$ cat config.mk
export PLATFORM = sky130hd
export DESIGN_NAME = fc_alu_sequencer
export DESIGN_NICKNAME = d
export VERILOG_FILES = /design/src/rtl/fc_alu_sequencer.sv
export SDC_FILE = /design/constraint.sdc
export NUM_CORES = 1
export LEC_CHECK = 0
export BUFFER_PORTS_ARGS = -buffer_cell sky130_fd_sc_hd__buf_4
export CORE_MARGIN = 2
export CORE_UTILIZATION = 56
export DETAILED_ROUTE_END_ITERATION = 10
export GPL_TIMING_DRIVEN = 0
export PLACE_DENSITY = 0.85
export SLEW_MARGIN = 20
export SYNTH_ARGS = -nofsm -noshare
export SYNTH_HDL_FRONTEND = slang
export SYNTH_SLANG_ARGS = --single-unit
$ cat constraint.sdc
create_clock -name clk -period 12.2 [get_ports clk]
set_clock_uncertainty 0.05 [all_clocks]
set_input_delay 3.05 -clock clk [delete_from_list [all_inputs] [get_ports clk]]
set_output_delay 3.05 -clock clk [all_outputs]
set_load 0.05 [all_outputs]
$ cat src/rtl/fc_alu_sequencer.sv
// fc_alu_sequencer
//
// Sequences one fully-connected ALU to compute a single output neuron over
// num_chunks chunks of INPUT_SZ lanes. For each chunk it fetches the value
// vector then the weight vector from a shared read port, loads them into the
// ALU and chains the ALU result back in as the next chunk's bias. The finished
// neuron value is returned over a valid/ready handshake.
//
// Optional feature (compile-time macro FC_SEQ_RELU_EN):
//   defined   : a negative result is replaced by 0 when it is presented on out_data
//   undefined : out_data carries the raw signed result
//   Partial-sum chaining inside the neuron is identical in both builds.
//
// Ports
//   clk, rst         clock (posedge) and synchronous active-high reset
//   start            begin a neuron (sampled only while idle)
//   num_chunks       chunk count N, latched at start
//   val_base         word address of value chunk 0, latched at start
//   wgt_base         word address of weight chunk 0, latched at start
//   bias             neuron bias, latched at start
//   busy             high whenever the sequencer is not idle
//   mem_rd_en        one-cycle read request
//   mem_addr         read word address
//   mem_rd_valid     read data valid (L >= 1 cycles after mem_rd_en)
//   mem_rd_data      read vector, lane i = bits [i*SIZE +: SIZE]
//   alu_values       registered vector to the ALU values input
//   alu_single       bias / partial sum to the ALU single input
//   alu_load_enable  0 = load values, 1 = load bias+weights, 2 = hold
//   alu_clear        ALU clear
//   alu_value        ALU result
//   out_valid        result valid
//   out_ready        consumer accepts result
//   out_data         neuron result
module fc_alu_sequencer #(
  parameter int unsigned SIZE      = 16,
  parameter int unsigned PRECISION = 11,
  parameter int unsigned INPUT_SZ  = 4,
  parameter int unsigned ADDR_W    = 12,
  parameter int unsigned CNT_W     = 8
) (
  input  logic                     clk,
  input  logic                     rst,
  input  logic                     start,
  input  logic [CNT_W-1:0]         num_chunks,
  input  logic [ADDR_W-1:0]        val_base,
  input  logic [ADDR_W-1:0]        wgt_base,
  input  logic [SIZE-1:0]          bias,
  output logic                     busy,
  output logic                     mem_rd_en,
  output logic [ADDR_W-1:0]        mem_addr,
  input  logic                     mem_rd_valid,
  input  logic [INPUT_SZ*SIZE-1:0] mem_rd_data,
  output logic [INPUT_SZ*SIZE-1:0] alu_values,
  output logic [SIZE-1:0]          alu_single,
  output logic [1:0]               alu_load_enable,
  output logic                     alu_clear,
  input  logic [SIZE-1:0]          alu_value,
  output logic                     out_valid,
  input  logic                     out_ready,
  output logic [SIZE-1:0]          out_data
);

  // The fixed-point format needs a sign bit above the fraction.
  if (PRECISION >= SIZE) begin : gen_bad_precision
    $error("PRECISION must be smaller than SIZE");
  end

  localparam logic [1:0] LeValues  = 2'd0;
  localparam logic [1:0] LeBiasWgt = 2'd1;
  localparam logic [1:0] LeHold    = 2'd2;

  typedef enum logic [2:0] {
    StIdle,
    StClear,
    StRdVal,
    StLdVal,
    StRdWgt,
    StLdWgt,
    StAcc,
    StOut
  } state_e;

  state_e state_q, state_d;

  logic [CNT_W-1:0]         k_q, k_d;
  logic [CNT_W-1:0]         n_q, n_d;
  logic [ADDR_W-1:0]        val_base_q, val_base_d;
  logic [ADDR_W-1:0]        wgt_base_q, wgt_base_d;
  logic [SIZE-1:0]          bias_q, bias_d;
  logic [SIZE-1:0]          psum_q, psum_d;

  logic                     busy_q, busy_d;
  logic                     mem_rd_en_q, mem_rd_en_d;
  logic [ADDR_W-1:0]        mem_addr_q, mem_addr_d;
  logic [INPUT_SZ*SIZE-1:0] alu_values_q, alu_values_d;
  logic [SIZE-1:0]          alu_single_q, alu_single_d;
  logic [1:0]               alu_load_enable_q, alu_load_enable_d;
  logic                     alu_clear_q, alu_clear_d;
  logic                     out_valid_q, out_valid_d;
  logic [SIZE-1:0]          out_data_q, out_data_d;

  logic                     rd_accept;
  logic                     enter;
  logic [SIZE-1:0]          raw_res;
  logic [SIZE-1:0]          relu_res;

  always_comb begin
    state_d      = state_q;
    k_d          = k_q;
    n_d          = n_q;
    val_base_d   = val_base_q;
    wgt_base_d   = wgt_base_q;
    bias_d       = bias_q;
    psum_d       = psum_q;
    alu_values_d = alu_values_q;

    // mem_rd_en_q is high exactly in the issue cycle of a read state, so a
    // valid seen alongside it cannot belong to this request.
    rd_accept = mem_rd_valid && !mem_rd_en_q;

    unique case (state_q)
      StIdle: begin
        if (start) begin
          n_d        = num_chunks;
          val_base_d = val_base;
          wgt_base_d = wgt_base;
          bias_d     = bias;
          k_d        = '0;
          state_d    = StClear;
        end
      end
      StClear: begin
        state_d = (n_q == '0) ? StOut : StRdVal;
      end
      StRdVal: begin
        if (rd_accept) begin
          alu_values_d = mem_rd_data;
          state_d      = StLdVal;
        end
      end
      StLdVal: begin
        state_d = StRdWgt;
      end
      StRdWgt: begin
        if (rd_accept) begin
          alu_values_d = mem_rd_data;
          state_d      = StLdWgt;
        end
      end
      StLdWgt: begin
        state_d = StAcc;
      end
      StAcc: begin
        psum_d = alu_value;
        if (k_q == (n_q - CNT_W'(1))) begin
          state_d = StOut;
        end else begin
          k_d     = k_q + CNT_W'(1);
          state_d = StRdVal;
        end
      end
      StOut: begin
        if (out_valid_q && out_ready) begin
          state_d = StIdle;
        end
      end
      default: begin
        state_d = StIdle;
      end
    endcase

    // Outputs are registered, so they are derived from the state being entered.
    enter = (state_d != state_q);

    busy_d      = (state_d != StIdle);
    mem_rd_en_d = enter && ((state_d == StRdVal) || (state_d == StRdWgt));

    mem_addr_d = mem_addr_q;
    if (enter && (state_d == StRdVal)) begin
      mem_addr_d = val_base_d + ADDR_W'(k_d);
    end
    if (enter && (state_d == StRdWgt)) begin
      mem_addr_d = wgt_base_d + ADDR_W'(k_d);
    end

    alu_load_enable_d = LeHold;
    if (state_d == StLdVal) begin
      alu_load_enable_d = LeValues;
    end
    if (state_d == StLdWgt) begin
      alu_load_enable_d = LeBiasWgt;
    end

    alu_clear_d = (state_d == StClear);

    // Chunk 0 starts from the neuron bias; later chunks continue the partial sum.
    alu_single_d = alu_single_q;
    if (enter && (state_d == StLdWgt)) begin
      alu_single_d = (k_q == '0) ? bias_q : psum_q;
    end

    out_valid_d = (state_d == StOut);

    raw_res = (n_q == '0) ? bias_q : psum_d;
`ifdef FC_SEQ_RELU_EN
    relu_res = raw_res[SIZE-1] ? '0 : raw_res;
`else
    relu_res = raw_res;
`endif
    // Captured once on entry so the value stays put while the consumer stalls.
    out_data_d = out_data_q;
    if (enter && (state_d == StOut)) begin
      out_data_d = relu_res;
    end
  end

  always_ff @(posedge clk) begin
    if (rst) begin
      state_q           <= StIdle;
      k_q               <= '0;
      n_q               <= '0;
      val_base_q        <= '0;
      wgt_base_q        <= '0;
      bias_q            <= '0;
      psum_q            <= '0;
      busy_q            <= 1'b0;
      mem_rd_en_q       <= 1'b0;
      mem_addr_q        <= '0;
      alu_values_q      <= '0;
      alu_single_q      <= '0;
      alu_load_enable_q <= LeHold;
      alu_clear_q       <= 1'b1;
      out_valid_q       <= 1'b0;
      out_data_q        <= '0;
    end else begin
      state_q           <= state_d;
      k_q               <= k_d;
      n_q               <= n_d;
      val_base_q        <= val_base_d;
      wgt_base_q        <= wgt_base_d;
      bias_q            <= bias_d;
      psum_q            <= psum_d;
      busy_q            <= busy_d;
      mem_rd_en_q       <= mem_rd_en_d;
      mem_addr_q        <= mem_addr_d;
      alu_values_q      <= alu_values_d;
      alu_single_q      <= alu_single_d;
      alu_load_enable_q <= alu_load_enable_d;
      alu_clear_q       <= alu_clear_d;
      out_valid_q       <= out_valid_d;
      out_data_q        <= out_data_d;
    end
  end

  assign busy            = busy_q;
  assign mem_rd_en       = mem_rd_en_q;
  assign mem_addr        = mem_addr_q;
  assign alu_values      = alu_values_q;
  assign alu_single      = alu_single_q;
  assign alu_load_enable = alu_load_enable_q;
  assign alu_clear       = alu_clear_q;
  assign out_valid       = out_valid_q;
  assign out_data        = out_data_q;

endmodule

==> impl_metrics.csv <==
group,metric,value,unit
power,sw_frac_of_total,41.3,%
cells_and_area,areaGrowthSynthToFinish,33.6,%
setup_path,cpMaxStageDelayCell,"a21oi_1",
clock_network,cts_buffers,17,
clock_network,hold_buffers,0,
cells_and_area,diodes,0,
power,p_leak,4.45,nW
job,cap_violations,0,
power,cell_internal_pwr,0.00143,W
timing,maxSlewViolCount,0,
placed_design,port-buffer-count,245,
global_route,antenna_found_initial,0,
drt,drt_wl_total,24.3,mm
power,p_comb_share,42.3,%
timing,fin_crit_sh,49.6,%
run_status,status,"finished, final reports clean",
yosys,synth.avg_cell_area,8.41,sq um
hold_path,worstHoldStart,"val_base_q[9]",
cells_and_area,final_cell_mix,"246 x buf_4, 236 x nand2_1, 189 x dfxtp_1, 135 x a21oi_1, 77 x nor2_1",
cells_and_area,fin_cells,1428,
global_route,first_global_vias,7483,
clock_network,cts_tree,"done",
yosys,netlist_area,8140,sq um
cells_and_area,finalNetCount,1377,
timing,hold_viol,0,
timing,rsz0062_at_grt,"false",
cells_and_area,layout_commonest_cell,"buf_4",
die,fp.dieW,125,um
setup_path,crit_path_start_kind,"primary input",
drt,first_iter_violations,760,
placed_design,dpl.hpwl,18.0,mm
yosys,async_reset_ff_share,0,%
clock_network,clk_pin_slew,0.07,ns
die,coreArea,14400,sq um
yosys,yosysUniqueCellTypes,66,
clock_network,cts_max_level,4,
setup_path,worst-setup-path-type,"in -> reg",
clock_network,cts_setup_buffers,0,
yosys,yosysSeqAreaShare,46.5,%
power,p_seq_share,32.4,%
setup_path,crit_top_cell,"a21oi_1",
setup_path,crit_path_max_fanout,8,
global_route,grt_use_total,30.7,%
timing,worst_pin_slew,0.755,ns
drt,antenna_left,0,
global_route,grt_first_pass_wirelength,38.3,mm
yosys,synth_seq_cells,189,
power,clockPowerShare,25.3,%
placed_design,dp.cells,1396,
hold_path,holdCritPathClass,"reg -> reg",
global_route,grt_max_degree,17,
setup_path,slowest_delay,0.59,ns
power,powerDensity,224,nW/um^2
placed_design,gp_congestion,0.926,
clock_network,ctsRootBufferMaster,"clkbuf_16",
setup_path,rr_worst_depth,17,
drt,wl_per_cell,17.0,um
hold_path,holdPathStages,2,
clock_network,cts_resized,0,
power,vdd.ir_drop.worst,0.127,mV
setup_path,crit_chain,"buf_4, nand2_1, a21oi_1, o21ai_1, a22oi_1, inv_1, ha_1, a21o_1, a21oi_1, o21ai_0, a21oi_1, or3b_2, xor2_1, a211oi_1",
clock_network,clkSinkCount,189,
setup_path,cp.required,12.48,ns
yosys,synth_edf_count,0,
timing,finalCriticalPeriod,6.05,ns
clock_network,clk_latency,0.43,ns
yosys,syn_nets,1113,
drt,dr.pass1.iters,6,
die,rows,44,
yosys,synth_top_cell_area_share,46.5,%
yosys,syn_inst,967,
drt,vias,7953,
timing,fmax,165,MHz
die,ios,247,
setup_path,cp-end-kind,"flop",
yosys,yosys.area.top_type,"dfxtp_1",
timing,tns,0,ns
setup_path,crit_path_start,"start",
die,fp.dieH,125,um
yosys,ys_top_cells_by_area,"dfxtp_1 47%, nand2_1 11%, a21oi_1 8.3%",
yosys,ys.flop_type,"dfxtp_1",
drt,via_per_inst,5.57,
yosys,yosysWarnings,0,
timing,slew_headroom,49.7,%
cells_and_area,fin_util,75.6,%
cells_and_area,layout-drive-gt1-share,25.2,%
die,start_util,56.6,%
global_route,gr-total-overflow,0,
die,dieArea,15500,sq um
drt,route.detailed.drc,0,
setup_path,worstReg2RegStart,"n_q[0]",
setup_path,critPathArrivalTime,6.33,ns
power,p_switching,0.00100,W
clock_network,clock_path_buffers,2,
timing,finalSetupViolCount,0,
## layout make-up
class,count,area (sq um)
fill,1071,3500
sequential,189,3780
timing repair buffer,245,1840
multi-input combinational,695,3990
clock buffer,20,447
inverter,11,41.3
tap,184,230
buffer,72,327
clock inverter,12,208
## cells in the mapped netlist, drive strengths merged (3+ instances only)
library cell and number:
o22ai 4, inv 11, clkbuf 58, dfxtp 189
a211oi 23, a31oi 7, o2111ai 17, mux2i 52
ha 12, or4 3, o21ai 23, xnor2 11
nand3 10, a21oi 135, nor4b 11, a21boi 3
xor2 11, nand2 236, nor3 10, a21o 6
nor4 3, nor2b 4, nor2 77, buf 14
or3 5
## final timing paths
path | endpoint | slack [ns]
max reg2reg | mem_addr[9] | 7.60
min reg2reg | val_base_q[9] | 0.40
max | mem_addr[9] | 6.15
min | val_base_q[9] | 0.40
## per-layer routing
layer | wire [um] | share of wire, % | vias up | track usage [%]
li1 | - | - | 3860 | -
met1 | 9960 | 41 | 3679 | 38.1
met2 | 11500 | 47 | 360 | 50.7
met3 | 2090 | 8.6 | 54 | 8.81
met4 | 764 | 3.1 | 0 | 11.8
met5 | 0 | 0 | - | 0
## per-stage QoR
stage | hold slack (ns) | total power, W | worst slack, ns | cell area (sq um)
CTS | 0.402 | 0.00242 | 6.22 | 10900
global route | 0.418 | 0.00255 | 5.89 | 10900
detailed placement | 0.395 | 0.00181 | 5.83 | 10200
finish | 0.402 | 0.00243 | 6.15 | 10900
floorplan | 0.383 | 0.00151 | 6.46 | 8140
global placement | 0.391 | 0.00179 | 5.83 | 10200
## sequential cells by signal, summed over array words and instances (netlist names)
| name | count |
|---|---|
| alu_load_enable | 2 |
| alu_single | 16 |
| bias_q | 16 |
| state_q | 3 |
| alu_clear | 1 |
| mem_rd_en | 1 |
| n_q | 8 |
| alu_values | 64 |
| mem_addr | 12 |
| wgt_base_q | 12 |
| out_valid | 1 |
| k_q | 8 |
| busy | 1 |
| out_data | 16 |
| psum_q | 16 |
| val_base_q | 12 |
## cell families after synthesis
family | after synthesis | synth area share [%]
xor gates and xnor gates | 22 | 2.46
adders and majority gates | 13 | 2.09
DFF | 189 | 46.5
muxes | 56 | 7.23
buffers and inverters | 83 | 4.52
and+or+nand+nor | 370 | 19.7
AOI/OAI and AO/OA | 234 | 17.5
## power groups by stage
stage | logic, W | registers [W] | clock network [W]
after global routing | 0.00111 | 0.000799 | 0.000644
after floorplan | 0.000503 | 0.00101 | 0
after global placement | 0.000993 | 0.000795 | 0
final | 0.00103 | 0.000788 | 0.000616
after CTS | 0.00102 | 0.000786 | 0.000618
after detailed placement | 0.00101 | 0.000799 | 0
## worst max-delay path, delay by kind of cell
kind	cells	cell delay [ns]
adders and majority gates	1	0.29
and+or+nand+nor	2	0.54
buffers and inverters	2	0.20
AOI/OAI and AO/OA	8	2.08
xor gates and xnor gates	1	0.16
Power figures use the tool's default switching activity.
